<file path="src/rtl/hs_pkg.sv">
// Shared definitions for the four-phase request/acknowledge event link.
// Both ends of the link use these, so the transmitter and receiver agree on the counter width.
package hs_pkg;

  typedef enum logic [1:0] {
    HS_IDLE     = 2'd0,
    HS_ACK_HIGH = 2'd1,
    HS_ACK_LOW  = 2'd2
  } hs_state_e;

  localparam int HS_CNT_W = 4;

endpackage

</file>
<file path="src/rtl/sync_2ff.sv">
// Two-flop level synchroniser for an asynchronous handshake wire.
// It uses an asynchronous active-low reset that clears both stages.
module sync_2ff (
  input  logic clk_i,
  input  logic rst_ni,
  input  logic d_i,
  output logic q_o
);

  logic meta_q;
  logic sync_q;

  always_ff @(posedge clk_i or negedge rst_ni) begin
    if (!rst_ni) begin
      meta_q <= 1'b0;
      sync_q <= 1'b0;
    end else begin
      meta_q <= d_i;
      sync_q <= meta_q;
    end
  end

  assign q_o = sync_q;

endmodule

</file>
<file path="src/rtl/back_handshake.sv">
// Receiver of the four-phase request/acknowledge link. It turns completed requests into
// queued events in a saturating counter and presents them through a valid/ready interface.
module back_handshake
  import hs_pkg::*;
#(
  parameter int CNT_W = HS_CNT_W
) (
  input  logic clk,
  input  logic rst,
  input  logic req_in,
  output logic ack_out,
  output logic evt_valid,
  input  logic evt_rdy,
  output logic full,
  output logic busy
);

  localparam logic [CNT_W-1:0] CNT_MAX = '1;
  localparam logic [CNT_W-1:0] CNT_ONE = {{(CNT_W-1){1'b0}}, 1'b1};

  logic             req_s;
  hs_state_e        state_q;
  logic             ack_q;
  logic [CNT_W-1:0] cnt_q;
  logic [CNT_W-1:0] cnt_d;
  logic             inc;
  logic             dec;

  sync_2ff u_req_sync (
    .clk_i  (clk),
    .rst_ni (rst),
    .d_i    (req_in),
    .q_o    (req_s)
  );

  assign evt_valid = (cnt_q != '0);
  assign full      = (cnt_q == CNT_MAX);
  assign busy      = (state_q != HS_IDLE);
  assign ack_out   = ack_q;

  // Full is taken from the registered count, so a consume on the same edge never frees the slot early.
  assign inc = (state_q == HS_IDLE) && req_s && !full;
  assign dec = evt_valid && evt_rdy;

  always_ff @(posedge clk or negedge rst) begin
    if (!rst) begin
      state_q <= HS_IDLE;
      ack_q   <= 1'b0;
    end else begin
      ack_q <= (state_q == HS_ACK_HIGH);
      case (state_q)
        HS_IDLE:     if (inc) state_q <= HS_ACK_HIGH;
        HS_ACK_HIGH: if (!req_s) state_q <= HS_ACK_LOW;
        HS_ACK_LOW:  state_q <= HS_IDLE;
        default:     state_q <= HS_IDLE;
      endcase
    end
  end

  always_comb begin
    cnt_d = cnt_q;
    if (inc && !dec) begin
      cnt_d = cnt_q + CNT_ONE;
    end else if (dec && !inc) begin
      cnt_d = cnt_q - CNT_ONE;
    end
  end

  always_ff @(posedge clk or negedge rst) begin
    if (!rst) begin
      cnt_q <= '0;
    end else begin
      cnt_q <= cnt_d;
    end
  end

endmodule
</file>
<file path="config.mk">
export PLATFORM = sky130hd
export DESIGN_NAME = back_handshake
export DESIGN_NICKNAME = d
export VERILOG_FILES = /design/src/rtl/hs_pkg.sv /design/src/rtl/sync_2ff.sv /design/src/rtl/back_handshake.sv
export SDC_FILE = /design/constraint.sdc
export NUM_CORES = 1
export LEC_CHECK = 0
export CAP_MARGIN = 20
export CORE_AREA = 2 2 39 41
export DETAILED_ROUTE_END_ITERATION = 8
export DIE_AREA = 0 0 41 43
export DONT_BUFFER_PORTS = 1
export PLACE_DENSITY = 0.53
export SETUP_SLACK_MARGIN = 0.4
export SYNTH_ARGS = -nofsm -noshare
export SYNTH_HDL_FRONTEND = slang
export SYNTH_SLANG_ARGS = --single-unit
</file>
<file path="constraint.sdc">
create_clock -name clk -period 5.3 [get_ports clk]
set_input_delay 0.795 -clock clk [delete_from_list [all_inputs] [get_ports clk]]
set_output_delay 0.795 -clock clk [all_outputs]
set_load 0.1 [all_outputs]
</file>
==> reports/qor.yml, run 1 <==
p_leak_nw: 0.223
hold_violations: 0
worst_hold_path_type: "in2async"
p_int_mw: 0.180
fp-row-count: 14
syn_inst: 43
yosys_register_bits: 9
tns_ps: 0
min_period_ps: 3250
ant_nets: 0
status: "finished, final reports clean"
cp_max_fo: 6
die_x_um: 41
mappedNetlistArea_um2: 484
yosys-top-cells-count: "dfrtp_1 (9), a21oi_1 (3), ha_1 (3), nand2_1 (3), nor3_1 (3)"
rsz0062_at_grt: "false"
cts_root_buf: "clkbuf_4"
cap_violations: 0
startpoint: "cnt_q[0]$_DFFE_PN0P_"
clock_sinks: 9
fmax_ghz: 0.308
synth_fp_nets: 51
htreeDepth: 1
synth-async-reset-ratio_pct: 100
synth.top_cells.by_area: "dfrtp_1 (47%), ha_1 (7.8%), o211ai_2 (5.2%)"
clk_latency_ps: 250
worstSetupPathType: "reg2reg"
worst_pin_slew_ps: 1010
detail_route.wl_per_cell_um: 13.1
cp-end-kind: "register"
p_sw_share_pct: 46.1
gr-total-overflow: 0
layout-drive-gt1-share_pct: 17.4
clkPwrFrac_pct: 15.1
fin_crit_sh_pct: 61.4
final_net_count: 55
path_clk_slew_ps: 60
r2r_start: "cnt_q[0]$_DFFE_PN0P_"
fin_ws_ps: 2050
via_per_inst: 5.39
antennaDiodeCount: 0
cp.required_ps: 5430
synth_cell_types: 23
ir_drop_mv: 0.201
wirelength_um: 815
vias: 334
syn_to_final_growth_pct: 8.53
synth_top_cell_area_share_pct: 46.5
grt_max_degree: 11
synth_most_common_cell: "dfrtp_1"
finalSetupViolations: 0
pwr-share-comb_pct: 48.3
pwr-share-seq_pct: 36.5
ys_warn_count: 0
ys.flop_type: "dfrtp_1"
routabilityCongestion: 0.725
dieArea_um2: 1760
cts_tree: "done"
powerDensity_nw_per_um2: 634
cts_hold_buf: 0
start_util_pct: 35.0
dpl.hpwl_um: 695
arrival_ps: 3390
synth_area_per_cell_um2: 11.3
fp.dieH_um: 43
slew_violations: 0
dp.cells: 58
grt_pass1_wl_mm: 1.45
drt_iter0_drc: 8
synth-seq-area-share_pct: 46.5
grtUsageTotal_pct: 12.5
grt_pass1_vias: 335
finalNonFillerCells: 62
clock_path_buffers: 2
antenna_found_initial: 0
yosys.area.top_type: "dfrtp_1"
pre_cts_ws_ps: 2030
p_sw_mw: 0.154
synth_edf_count: 0
power_mw: 0.333
fin_skew_ps: 4.45
drc_errors: 0
dr.pass1.iters: 3
pin_count: 8
slew_headroom_pct: 32.7
portBuffers: 0
cts-buffers-inserted: 3
startpoint_type: "register"
core_area_um2: 1380
cts-resized-gates: 0
postCtsSetupBuffers: 0
final_util_pct: 38.0
## layout by cell type, fill, tap and decap left out
cell / count
o21ai_0: 1
or2_2: 1
nand2b_1: 1
nor2_1: 1
or3_1: 1
dfrtp_1: 9
nor3_1: 3
fa_1: 1
nand3_1: 2
clkbuf_4: 3
o211ai_2: 2
nand3b_1: 1
xnor2_1: 2
ha_1: 3
a2111o_1: 1
mux2i_1: 1
or4_1: 1
a21oi_1: 3
nand2_1: 3
and4_1: 1
or4_4: 1
inv_1: 2
mux2_2: 1
clkbuf_1: 1
## flip-flops by register name, summed over array words and instances (netlist names)
signal and cells:
ack_out 1, state_q 2, u_req_sync.meta_q 1, cnt_q 4
u_req_sync.q_o 1
## kinds of logic (layout without fill, tap and decap cells)
group	Yosys count	count (layout)	share of synthesized area, %
buffers and inverters	3	6	2.58
adder cells (fa/ha/maj)	4	4	11.9
flip-flops	9	9	46.5
XOR/XNOR	2	2	3.62
multiplexers	2	2	4.39
AO/OA/AOI/OAI	7	7	11.6
AND/OR/NAND/NOR	16	16	19.4
## cell type report
type                    instances  area, µm²
clock buffers                   4       26.3
fillers                       144        858
inverters                       2       7.51
multi-input cells              31        246
flip-flops and latches          9        225
well taps                      16       20.0
## per-layer routing
layer  track usage [%]  share of wire (%)  vias to the layer above
li1                  -                  -                      163
met1              14.4                 43                      161
met2              19.4                 50                       10
met3              7.85                6.4                        0
met4              2.00                  0                        0
met5                 0                  0                        -
## through the flow
| stage | area (µm²) | hold WS (ps) |
|---|---|---|
| 3_3_place_gp | 499 | 332 |
| 5_1_grt | 526 | 206 |
| 2_1_floorplan | 484 | 331 |
| 6_report | 526 | 230 |
| 3_5_place_dp | 499 | 335 |
| 4_1_cts | 526 | 222 |
## final timing paths
| path | end | slack (ps) | cells past startpoint |
|---|---|---|---|
| worst max-delay path | cnt_q[3]$_DFFE_PN0P_ | 2050 | 8 |
| worst min-delay path | ack_out$_DFF_PN0_ | 230 | 0 |
| worst max register to register | cnt_q[3]$_DFFE_PN0P_ | 2050 | 8 |
| worst min register to register | u_req_sync.q_o$_DFF_PN0_ | 350 | 0 |
| max in group asynchronous | cnt_q[2]$_DFFE_PN0P_ | 5000 | 0 |
| min in group clk | u_req_sync.q_o$_DFF_PN0_ | 350 | 0 |
## critical path: stages (launching register included)
cell and delay [ps]:
dfrtp_1 450, or4_1 1010, nand2_1 220, ha_1 280
inv_1 130, ha_1 360, or4_4 500, o211ai_2 90
o211ai_2 90
## power by group through the flow
stage / Sequential [mW] / Combinational [mW] / Clock, mW
after floorplan: 0.116 / 0.143 / 0
after global placement: 0.122 / 0.156 / 0
after detailed placement: 0.124 / 0.163 / 0
after CTS: 0.122 / 0.164 / 0.0523
after global routing: 0.127 / 0.178 / 0.0570
final: 0.122 / 0.161 / 0.0504
No activity file was read; power rests on OpenSTA's default activity.
==> run 2, diff against run 1 <==
--- a/config.mk
+++ b/config.mk
@@ -10,7 +10,7 @@
 export DETAILED_ROUTE_END_ITERATION = 8
 export DIE_AREA = 0 0 41 43
 export DONT_BUFFER_PORTS = 1
-export PLACE_DENSITY = 0.53
+export PLACE_DENSITY = 0.55
 export SETUP_SLACK_MARGIN = 0.4
 export SYNTH_ARGS = -nofsm -noshare
 export SYNTH_HDL_FRONTEND = slang
==> constraint.sdc (replaced) <==
create_clock -name clk -period 2.9 [get_ports clk]
set_input_delay 0.435 -clock clk [delete_from_list [all_inputs] [get_ports clk]]
set_output_delay 0.435 -clock clk [all_outputs]
set_load 0.1 [all_outputs]
==> run 2 against run 1 <==
Effect of this change: global-route usage rose by 1.3 points; register-to-register slack got worse by 1500 ps; flip-flop and latch count did not move; worst setup slack got worse by 1500 ps; sequential share of layout area fell by 4.2 points; count of clock-buffer cells in the layout fell by 1; clock power rose by 92%; critical endpoint unchanged; largest cell class unchanged.
==> reports/qor.yml, run 2 (synthesis gave the netlist of run 1 again) <==
status: "finished, final reports clean"  # unchanged
syn_to_final_growth_pct: 20.4  # was 8.53%
wirelength_um: 959  # was 815 µm
cp_max_fo: 6  # unchanged
detail_route.wl_per_cell_um: 15.0  # was 13.1 µm
layout_commonest_cell: "dfrtp_1"  # unchanged
antennaDiodeCount: 0  # unchanged
fin_ws_ps: 499  # was 2050 ps
hold_end: "u_req_sync.meta_q$_DFF_PN0_"
worst_pin_slew_ps: 863  # was 1010 ps
clk_latency_ps: 260  # was 250 ps
p_leak_nw: 0.239  # was 0.223 nW
path_clk_slew_ps: 60  # about the same
slew_headroom_pct: 42.5  # was 32.7%
cts_tree: "done"  # unchanged
vias: 356  # was 334
whs_path_depth: 0
arrival_ps: 2540  # was 3390 ps
fmax_ghz: 0.416  # was 0.308 GHz
cts_root_buf: "clkbuf_4"  # unchanged
via_per_inst: 5.56  # was 5.39
dpl.hpwl_um: 739  # was 695 µm
worst_hold_path_type: "in2reg"  # was in2async
r2r_start: "cnt_q[0]$_DFFE_PN0P_"  # unchanged
finalNonFillerCells: 64  # was 62
dp.cells: 59  # was 58
final_net_count: 57  # was 55
fp-row-count: 14  # unchanged
grtUsageTotal_pct: 13.8  # was 12.5%
hp-start: "req_in"
fin_crit_sh_pct: 82.8  # was 61.4%
slew_violations: 0  # unchanged
drt_iter0_drc: 11  # was 8
ant_nets: 0  # unchanged
startpoint_type: "register"  # unchanged
core_area_um2: 1380  # unchanged
postCtsSetupBuffers: 0  # unchanged
min_period_ps: 2400  # was 3250 ps
grt_pass1_wl_mm: 1.57  # was 1.45 mm
cap_violations: 0  # unchanged
finalSetupViolations: 0  # unchanged
top_register: "cnt_q"  # unchanged
pin_count: 8  # unchanged
powerDensity_nw_per_um2: 1180  # was 634 nW/µm²
fin_skew_ps: 0.868  # was 4.45 ps
final_util_pct: 42.1  # was 38.0%
die_x_um: 41  # unchanged
largest_reg_flops: 4  # unchanged
fp.dieH_um: 43  # unchanged
portBuffers: 0  # unchanged
grt_pass1_vias: 389  # was 335
routabilityCongestion: 0.664  # was 0.725
layout-drive-gt1-share_pct: 35.4  # was 17.4%
worstSetupPathType: "reg2reg"  # unchanged
cts-buffers-inserted: 3  # unchanged
start_util_pct: 35.0  # unchanged
top_regs: "cnt_q: 4 flops, state_q: 2 flops"  # unchanged
layout_common_cells: "dfrtp_1 (9), a21oi_1 (3), clkbuf_4 (3)"
antenna_found_initial: 0  # unchanged
regToRegSetupSlack_ps: 500  # was 2050 ps
power_mw: 0.689  # was 0.333 mW
clock_sinks: 9  # unchanged
htreeDepth: 1  # unchanged
grt_max_degree: 11  # unchanged
r2r_end: "cnt_q[3]$_DFFE_PN0P_"  # unchanged
hold_violations: 0  # unchanged
cp.required_ps: 3040  # was 5430 ps
gr-total-overflow: 0  # unchanged
reg2reg_depth: 8  # unchanged
tns_ps: 0  # unchanged
dieArea_um2: 1760  # unchanged
ir_drop_mv: 0.599  # was 0.201 mV
cp-end-kind: "register"  # unchanged
clock_path_buffers: 2  # unchanged
rsz0062_at_grt: "false"  # unchanged
drc_errors: 0  # unchanged
dr.pass1.iters: 4  # was 3
pre_cts_ws_ps: 383  # was 2030 ps
run 2: per-layer routing:
metal  vias up  routed length [µm]  share of wire [%]  GRT usage, %
met5         -                   0                  0             0
met4         0                  79                8.2          11.3
met3        10                  74                7.7          6.81
met2        22                 442                 46          18.8
met1       158                 362                 38          15.4
li1        166                   -                  -             -
run 2: final cells by class:
type,instances,area (µm²)
inverter,2,7.51
clock inverter,1,5.00
fill,132,801
timing repair buffer,2,17.5
clock buffer,3,22.5
sequential,9,225
tap,16,20.0
multi-input combinational,31,285
run 2: power breakdown:
part	switching (mW)	leakage [nW]	total, mW	internal, mW
Clock	0.0459	0.0177	0.0969	0.0510
Combinational	0.207	0.112	0.362	0.156
Sequential	0.0685	0.109	0.230	0.162
run 2: critical path, cell delays in order, from the launching register on:
cell      delay, ps
dfrtp_1         470
and4_4          490
nor3_2          110
ha_4            200
inv_2           100
ha_4            230
or4_4           480
o211ai_2         90
o211ai_2        100
run 2: worst max path at each step:
stage	start	endpoint	cells past startpoint
floorplan	cnt_q[2]$_DFFE_PN0P_	cnt_q[3]$_DFFE_PN0P_	8
global placement	cnt_q[2]$_DFFE_PN0P_	cnt_q[3]$_DFFE_PN0P_	8
detailed placement	cnt_q[2]$_DFFE_PN0P_	cnt_q[3]$_DFFE_PN0P_	8
CTS	cnt_q[2]$_DFFE_PN0P_	cnt_q[3]$_DFFE_PN0P_	8
global route	cnt_q[2]$_DFFE_PN0P_	cnt_q[3]$_DFFE_PN0P_	8
finish	cnt_q[0]$_DFFE_PN0P_	cnt_q[3]$_DFFE_PN0P_	8
run 2: repair_timing:
| action | in CTS | in global routing |
|---|---|---|
| hold buffers | 1 | 0 |
| endpoints found under the hold margin | 9 | 0 |
| endpoints found under the setup margin | 1 | 0 |
| resized for setup | 1 | 0 |
run 2: metrics by stage:
step	hold slack (ps)	cell area (µm²)
3_3_place_gp	140	541
5_1_grt	185	583
6_report	198	583
2_1_floorplan	139	518
3_5_place_dp	140	541
4_1_cts	195	583
